===== config.mk =====
export PLATFORM = sky130hd
export DESIGN_NAME = ahb_cmd_master
export DESIGN_NICKNAME = d
export VERILOG_FILES = /design/src/rtl/ahb_master_pkg.sv /design/src/rtl/ahb_cmd_master.sv
export SDC_FILE = /design/constraint.sdc
export NUM_CORES = 1
export LEC_CHECK = 0
export ABC_AREA = 1
export CAP_MARGIN = 30
export CORE_ASPECT_RATIO = 0.5
export CORE_MARGIN = 5
export CORE_UTILIZATION = 39
export DETAILED_ROUTE_END_ITERATION = 12
export GPL_TIMING_DRIVEN = 0
export PLACE_DENSITY = 0.82
export SLEW_MARGIN = 20
export SYNTH_ARGS = -nofsm -noshare
export SYNTH_HDL_FRONTEND = slang
export SYNTH_SLANG_ARGS = --single-unit

===== constraint.sdc =====
create_clock -name HCLK -period 1.3 [get_ports HCLK]
set_clock_uncertainty 0.05 [all_clocks]
set_input_delay 0.195 -clock HCLK [delete_from_list [all_inputs] [get_ports HCLK]]
set_output_delay 0.195 -clock HCLK [all_outputs]
set_load 0.05 [all_outputs]

===== src/rtl/ahb_master_pkg.sv =====
// Shared AHB-Lite codes, FSM state encoding and the transfer alignment check
// used by the command-driven AHB master.
package ahb_master_pkg;

  typedef enum logic [1:0] {
    HTRANS_IDLE   = 2'b00,
    HTRANS_BUSY   = 2'b01,
    HTRANS_NONSEQ = 2'b10,
    HTRANS_SEQ    = 2'b11
  } htrans_e;

  localparam logic [2:0] HBURST_SINGLE = 3'b000;

  typedef enum logic [2:0] {
    HSIZE_BYTE = 3'b000,
    HSIZE_HALF = 3'b001,
    HSIZE_WORD = 3'b010
  } hsize_e;

  typedef enum logic [1:0] {
    ST_IDLE = 2'd0,
    ST_ADDR = 2'd1,
    ST_DATA = 2'd2,
    ST_RESP = 2'd3
  } state_e;

  // Size code 3 is not a legal request for this master, so it never aligns.
  function automatic logic is_aligned(input logic [1:0] size, input logic [1:0] addr_lo);
    logic ok;
    ok = 1'b0;
    case (size)
      HSIZE_BYTE[1:0]: ok = 1'b1;
      HSIZE_HALF[1:0]: ok = ~addr_lo[0];
      HSIZE_WORD[1:0]: ok = (addr_lo == 2'b00);
      default:         ok = 1'b0;
    endcase
    return ok;
  endfunction

endpackage


===== src/rtl/ahb_cmd_master.sv =====
// AHB-Lite single-transfer master driven by a command/response handshake.
// Optional data-phase wait-state timeout is enabled with `define AHBM_TIMEOUT_EN.
module ahb_cmd_master
  import ahb_master_pkg::*;
#(
  parameter int         AWIDTH    = 32,
  parameter logic [3:0] HPROT_VAL = 4'b0011,
  parameter int         TIMEOUT   = 256
) (
  input  logic              HCLK,
  input  logic              HRESET,
  input  logic              cmd_valid,
  output logic              cmd_ready,
  input  logic              cmd_write,
  input  logic [AWIDTH-1:0] cmd_addr,
  input  logic [1:0]        cmd_size,
  input  logic [31:0]       cmd_wdata,
  output logic              rsp_valid,
  input  logic              rsp_ready,
  output logic [31:0]       rsp_rdata,
  output logic              rsp_err,
  output logic              rsp_timeout,
  output logic              busy,
  output logic [AWIDTH-1:0] HADDR,
  output logic [1:0]        HTRANS,
  output logic              HWRITE,
  output logic [2:0]        HSIZE,
  output logic [2:0]        HBURST,
  output logic              HMASTLOCK,
  output logic [3:0]        HPROT,
  output logic [31:0]       HWDATA,
  input  logic [31:0]       HRDATA,
  input  logic              HREADY,
  input  logic              HRESP
);

  localparam logic [15:0] TIMEOUT_LAST = 16'(TIMEOUT - 1);

  state_e              state_q, state_d;
  logic                cmd_ready_q, cmd_ready_d;
  logic [1:0]          htrans_q, htrans_d;
  logic [AWIDTH-1:0]   haddr_q, haddr_d;
  logic                hwrite_q, hwrite_d;
  logic [2:0]          hsize_q, hsize_d;
  logic [31:0]         hwdata_q, hwdata_d;
  logic [31:0]         wdata_q, wdata_d;
  logic                rsp_valid_q, rsp_valid_d;
  logic                rsp_err_q, rsp_err_d;
  logic [31:0]         rsp_rdata_q, rsp_rdata_d;

`ifdef AHBM_TIMEOUT_EN
  logic [15:0]         tcnt_q, tcnt_d;
  logic                rsp_timeout_q, rsp_timeout_d;
`else
  logic [15:0]         timeout_unused;
  assign timeout_unused = TIMEOUT_LAST;
`endif

  always_comb begin
    state_d     = state_q;
    htrans_d    = htrans_q;
    haddr_d     = haddr_q;
    hwrite_d    = hwrite_q;
    hsize_d     = hsize_q;
    hwdata_d    = hwdata_q;
    wdata_d     = wdata_q;
    rsp_valid_d = rsp_valid_q;
    rsp_err_d   = rsp_err_q;
    rsp_rdata_d = rsp_rdata_q;
`ifdef AHBM_TIMEOUT_EN
    tcnt_d        = tcnt_q;
    rsp_timeout_d = rsp_timeout_q;
`endif

    case (state_q)
      ST_IDLE: begin
        if (cmd_valid && cmd_ready_q) begin
          wdata_d = cmd_wdata;
          if (is_aligned(cmd_size, cmd_addr[1:0])) begin
            state_d  = ST_ADDR;
            htrans_d = HTRANS_NONSEQ;
            haddr_d  = cmd_addr;
            hwrite_d = cmd_write;
            hsize_d  = {1'b0, cmd_size};
          end else begin
            // Rejected locally: the bus never sees this command.
            state_d     = ST_RESP;
            rsp_valid_d = 1'b1;
            rsp_err_d   = 1'b1;
            rsp_rdata_d = '0;
          end
        end
      end

      ST_ADDR: begin
        if (HREADY) begin
          state_d  = ST_DATA;
          htrans_d = HTRANS_IDLE;
          hwdata_d = hwrite_q ? wdata_q : 32'h0;
`ifdef AHBM_TIMEOUT_EN
          tcnt_d = '0;
`endif
        end
      end

      ST_DATA: begin
        if (HREADY) begin
          state_d     = ST_RESP;
          hwdata_d    = '0;
          rsp_valid_d = 1'b1;
          rsp_err_d   = HRESP;
          rsp_rdata_d = (!hwrite_q && !HRESP) ? HRDATA : 32'h0;
        end else begin
`ifdef AHBM_TIMEOUT_EN
          if (tcnt_q == TIMEOUT_LAST) begin
            state_d       = ST_RESP;
            hwdata_d      = '0;
            rsp_valid_d   = 1'b1;
            rsp_err_d     = 1'b1;
            rsp_timeout_d = 1'b1;
            rsp_rdata_d   = '0;
          end else begin
            tcnt_d = tcnt_q + 16'd1;
          end
`endif
        end
      end

      ST_RESP: begin
        if (rsp_ready) begin
          state_d     = ST_IDLE;
          rsp_valid_d = 1'b0;
          rsp_err_d   = 1'b0;
          rsp_rdata_d = '0;
`ifdef AHBM_TIMEOUT_EN
          rsp_timeout_d = 1'b0;
`endif
        end
      end

      default: state_d = ST_IDLE;
    endcase

    // Registered so cmd_ready stays low in the first cycle out of reset.
    cmd_ready_d = (state_d == ST_IDLE);
  end

  always_ff @(posedge HCLK) begin
    if (HRESET) begin
      state_q     <= ST_IDLE;
      cmd_ready_q <= 1'b0;
      htrans_q    <= HTRANS_IDLE;
      haddr_q     <= '0;
      hwrite_q    <= 1'b0;
      hsize_q     <= '0;
      hwdata_q    <= '0;
      wdata_q     <= '0;
      rsp_valid_q <= 1'b0;
      rsp_err_q   <= 1'b0;
      rsp_rdata_q <= '0;
    end else begin
      state_q     <= state_d;
      cmd_ready_q <= cmd_ready_d;
      htrans_q    <= htrans_d;
      haddr_q     <= haddr_d;
      hwrite_q    <= hwrite_d;
      hsize_q     <= hsize_d;
      hwdata_q    <= hwdata_d;
      wdata_q     <= wdata_d;
      rsp_valid_q <= rsp_valid_d;
      rsp_err_q   <= rsp_err_d;
      rsp_rdata_q <= rsp_rdata_d;
    end
  end

`ifdef AHBM_TIMEOUT_EN
  always_ff @(posedge HCLK) begin
    if (HRESET) begin
      tcnt_q        <= '0;
      rsp_timeout_q <= 1'b0;
    end else begin
      tcnt_q        <= tcnt_d;
      rsp_timeout_q <= rsp_timeout_d;
    end
  end
  assign rsp_timeout = rsp_timeout_q;
`else
  assign rsp_timeout = 1'b0;
`endif

  assign cmd_ready = cmd_ready_q;
  assign rsp_valid = rsp_valid_q;
  assign rsp_err   = rsp_err_q;
  assign rsp_rdata = rsp_rdata_q;
  assign busy      = (state_q != ST_IDLE);
  assign HADDR     = haddr_q;
  assign HTRANS    = htrans_q;
  assign HWRITE    = hwrite_q;
  assign HSIZE     = hsize_q;
  assign HWDATA    = hwdata_q;
  assign HBURST    = HBURST_SINGLE;
  assign HMASTLOCK = 1'b0;
  assign HPROT     = HPROT_VAL;

endmodule


==> reports/metrics.csv <==
metric,value,unit
grt-ovfl-total,0,
grt_start_max_net_pins,17,
synth_commonest_cells,"nor2_1 (192), dfxtp_1 (137), nand2_1 (126)",
ys_seq_area_share,50.3,%
max_freq,641,MHz
netlist_area,5450,sq um
die_h,93.6,um
route.vias.total,6339,
cts_root_buffer,clkbuf_16,
wirelength,21600,um
start_util,40.0,%
gp_congestion,0.818,
syn-mean-instance-area,7.34,sq um
hpwl,12800,um
relSlewSlack,47.0,%
setup_viol,139,
drv_cap,0,
numClockSinks,137,
grt_pass1_vias,5929,
ys_ff_latch,137,
ant_nets,0,
synth_cells,742,
layout-drive-gt1-share,34.4,%
cts_tree,yes,
final.setup.worst_slack,-260,ps
outcome,finished with violations,
drc,0,
final_cell_area,9310,sq um
area_growth_syn_to_layout,70.8,%
async_flop_share,0,%
io_buffers,207,
die_area,16600,sq um
yosysWarnings,0,
path_clk_slew,60,ps
worst_slew_pin_slew,796,ps
synth-edff-count,0,
antenna_found_initial,0,
synth.area.top_cells,"dfxtp_1 (50%), nor2_1 (13%), nand2_1 (8.7%), a21oi_1 (5.3%), nand3_1 (5.1%)",
synth_cell_types,23,
insertion_delay,410,ps
synth.largest_area_cell,dfxtp_1,
final_util,68.3,%
busiest_layer,met2,
post-route-period-util,120,%
core_area,13600,sq um
worstSetupStartpointType,flip-flop,
grt.met1_usage,25.8,%
peakVddDrop,0.950,mV
postCtsHoldBufs,0,
use_met2,40.6,%
violations,negative setup slack,
crit_type,flip-flop to flip-flop,
drt_iter0_drc,468,
wire_per_inst,17.6,um
finalWorstPathRequiredPeriod,1560,ps
cp.required,1560,ps
rows,30,
maxSlewViolCount,0,
num-nets-final,1127,
grt_use_total,22.6,%
clock_path_buffers,2,
synth_top_area_share,50.3,%
synth.most_common_cell,nor2_1,
grt_util_met3,4.77,%
numCtsBuffers,17,
cp-end-kind,flip-flop,
leakage,4.06,nW
cellPowerDensity,1370,nW/um^2
critPathArrivalTime,1810,ps
cp_max_fo,10,
grt_pass1_wl,29900,um
drtPass1Iterations,5,
hold_viol,0,
place_area,7890,sq um
ios,220,
rsz0062_at_grt,yes,
viasPerCell,5.17,
die_w,177,um
h-tree-depth,4,
hold_path_class,input pin to flip-flop,
antenna_cells,0,
synth_top_flop_cell,dfxtp_1,
-- layout make-up --
class / instances / area, sq um
timing repair inverter: 1 / 11.3
fill: 1014 / 4320
sequential: 137 / 2760
timing repair buffer: 250 / 2160
clock inverter: 13 / 123
inverter: 29 / 139
tap: 192 / 240
multi-input combinational: 524 / 2870
clock buffer: 19 / 433
buffer: 62 / 576
-- state kept, by name, indices dropped and copies added, names as in the netlist --
| signal | cells |
|---|---|
| HADDR | 32 |
| HWDATA | 32 |
| rsp_rdata | 32 |
| wdata_q | 32 |
| HSIZE | 2 |
| state_q | 2 |
| HTRANS | 1 |
| HWRITE | 1 |
| cmd_ready | 1 |
| rsp_err | 1 |
| rsp_valid | 1 |
-- stage by stage --
stage	hold WS [ps]	TNS [ps]	instances	worst slack, ps	power, mW
finish	111	-24070	1227	-260	12.8
global route	115	-31370	1227	-302	13.2
floorplan	280	-5670	751	-145	6.60
detailed placement	394	-71900	1150	-637	7.65
CTS	78.9	-15770	1214	-164	12.3
global placement	398	-67560	1150	-603	7.60
-- critical path, stage by stage, from the launching register on --
cell and delay [ps]:
dfxtp_4 360, nor2_4 180, inv_6 50, nor2_4 150, nand2_4 110, buf_12 170
buf_12 150, o21ai_1 150, nor2_1 80
-- what timing repair did --
item                       in CTS  in global routing
gates cloned                   14                  8
resized for setup             657                138
buffers inserted               18                  5
setup endpoints to repair     240                157
pin swaps                      15                 27
-- where the power goes --
| part | leakage (nW) | switching [mW] | total, mW | internal, mW |
|---|---|---|---|---|
| combinational | 2.67 | 2.17 | 3.48 | 1.31 |
| clock | 0.268 | 1.95 | 4.60 | 2.65 |
| sequential | 1.12 | 0.177 | 4.68 | 4.50 |
| total | 4.06 | 4.29 | 12.8 | 8.46 |
-- layout by cell type, fill, tap and decap left out, drive strengths merged --
master,instances
dlymetal6s2s,1
o211ai,1
inv,32
o21ai,70
clkdlybuf4s50,102
clkinvlp,2
a21oi,58
nor3,1
and2,1
conb,11
nand3,56
nand2,128
or2,1
nor2,197
clkinv,8
clkbuf,60
buf,168
bufinv,1
dfxtp,137
-- cell families (layout without fill, tap and decap cells) --
kind of cell           after synthesis  in the layout  synth area share (%)
buffers and inverters               91            374                  8.75
DFF                                137            137                  50.3
other                                2             11                 0.138
AOI/OAI and AO/OA                  129            129                  11.9
and+or+nand+nor                    383            384                  28.9
-- worst paths after layout --
check                                  end  slack (ps)        from  depth (start not counted)
worst max-delay path             HADDR[26]        -260  state_q[1]                          8
worst min-delay path            HWDATA[11]         110      HRESET                          2
worst max register to register   HADDR[26]        -260  state_q[1]                          8
worst min register to register     rsp_err         400     rsp_err                          2
-- layer usage --
metal  routed length, um  part of all wire [%]
met5                   0                     0
met4                 895                   4.2
met3                1500                   6.9
met2               10800                    50
met1                8380                    39
Power figures use the tool's default switching activity.
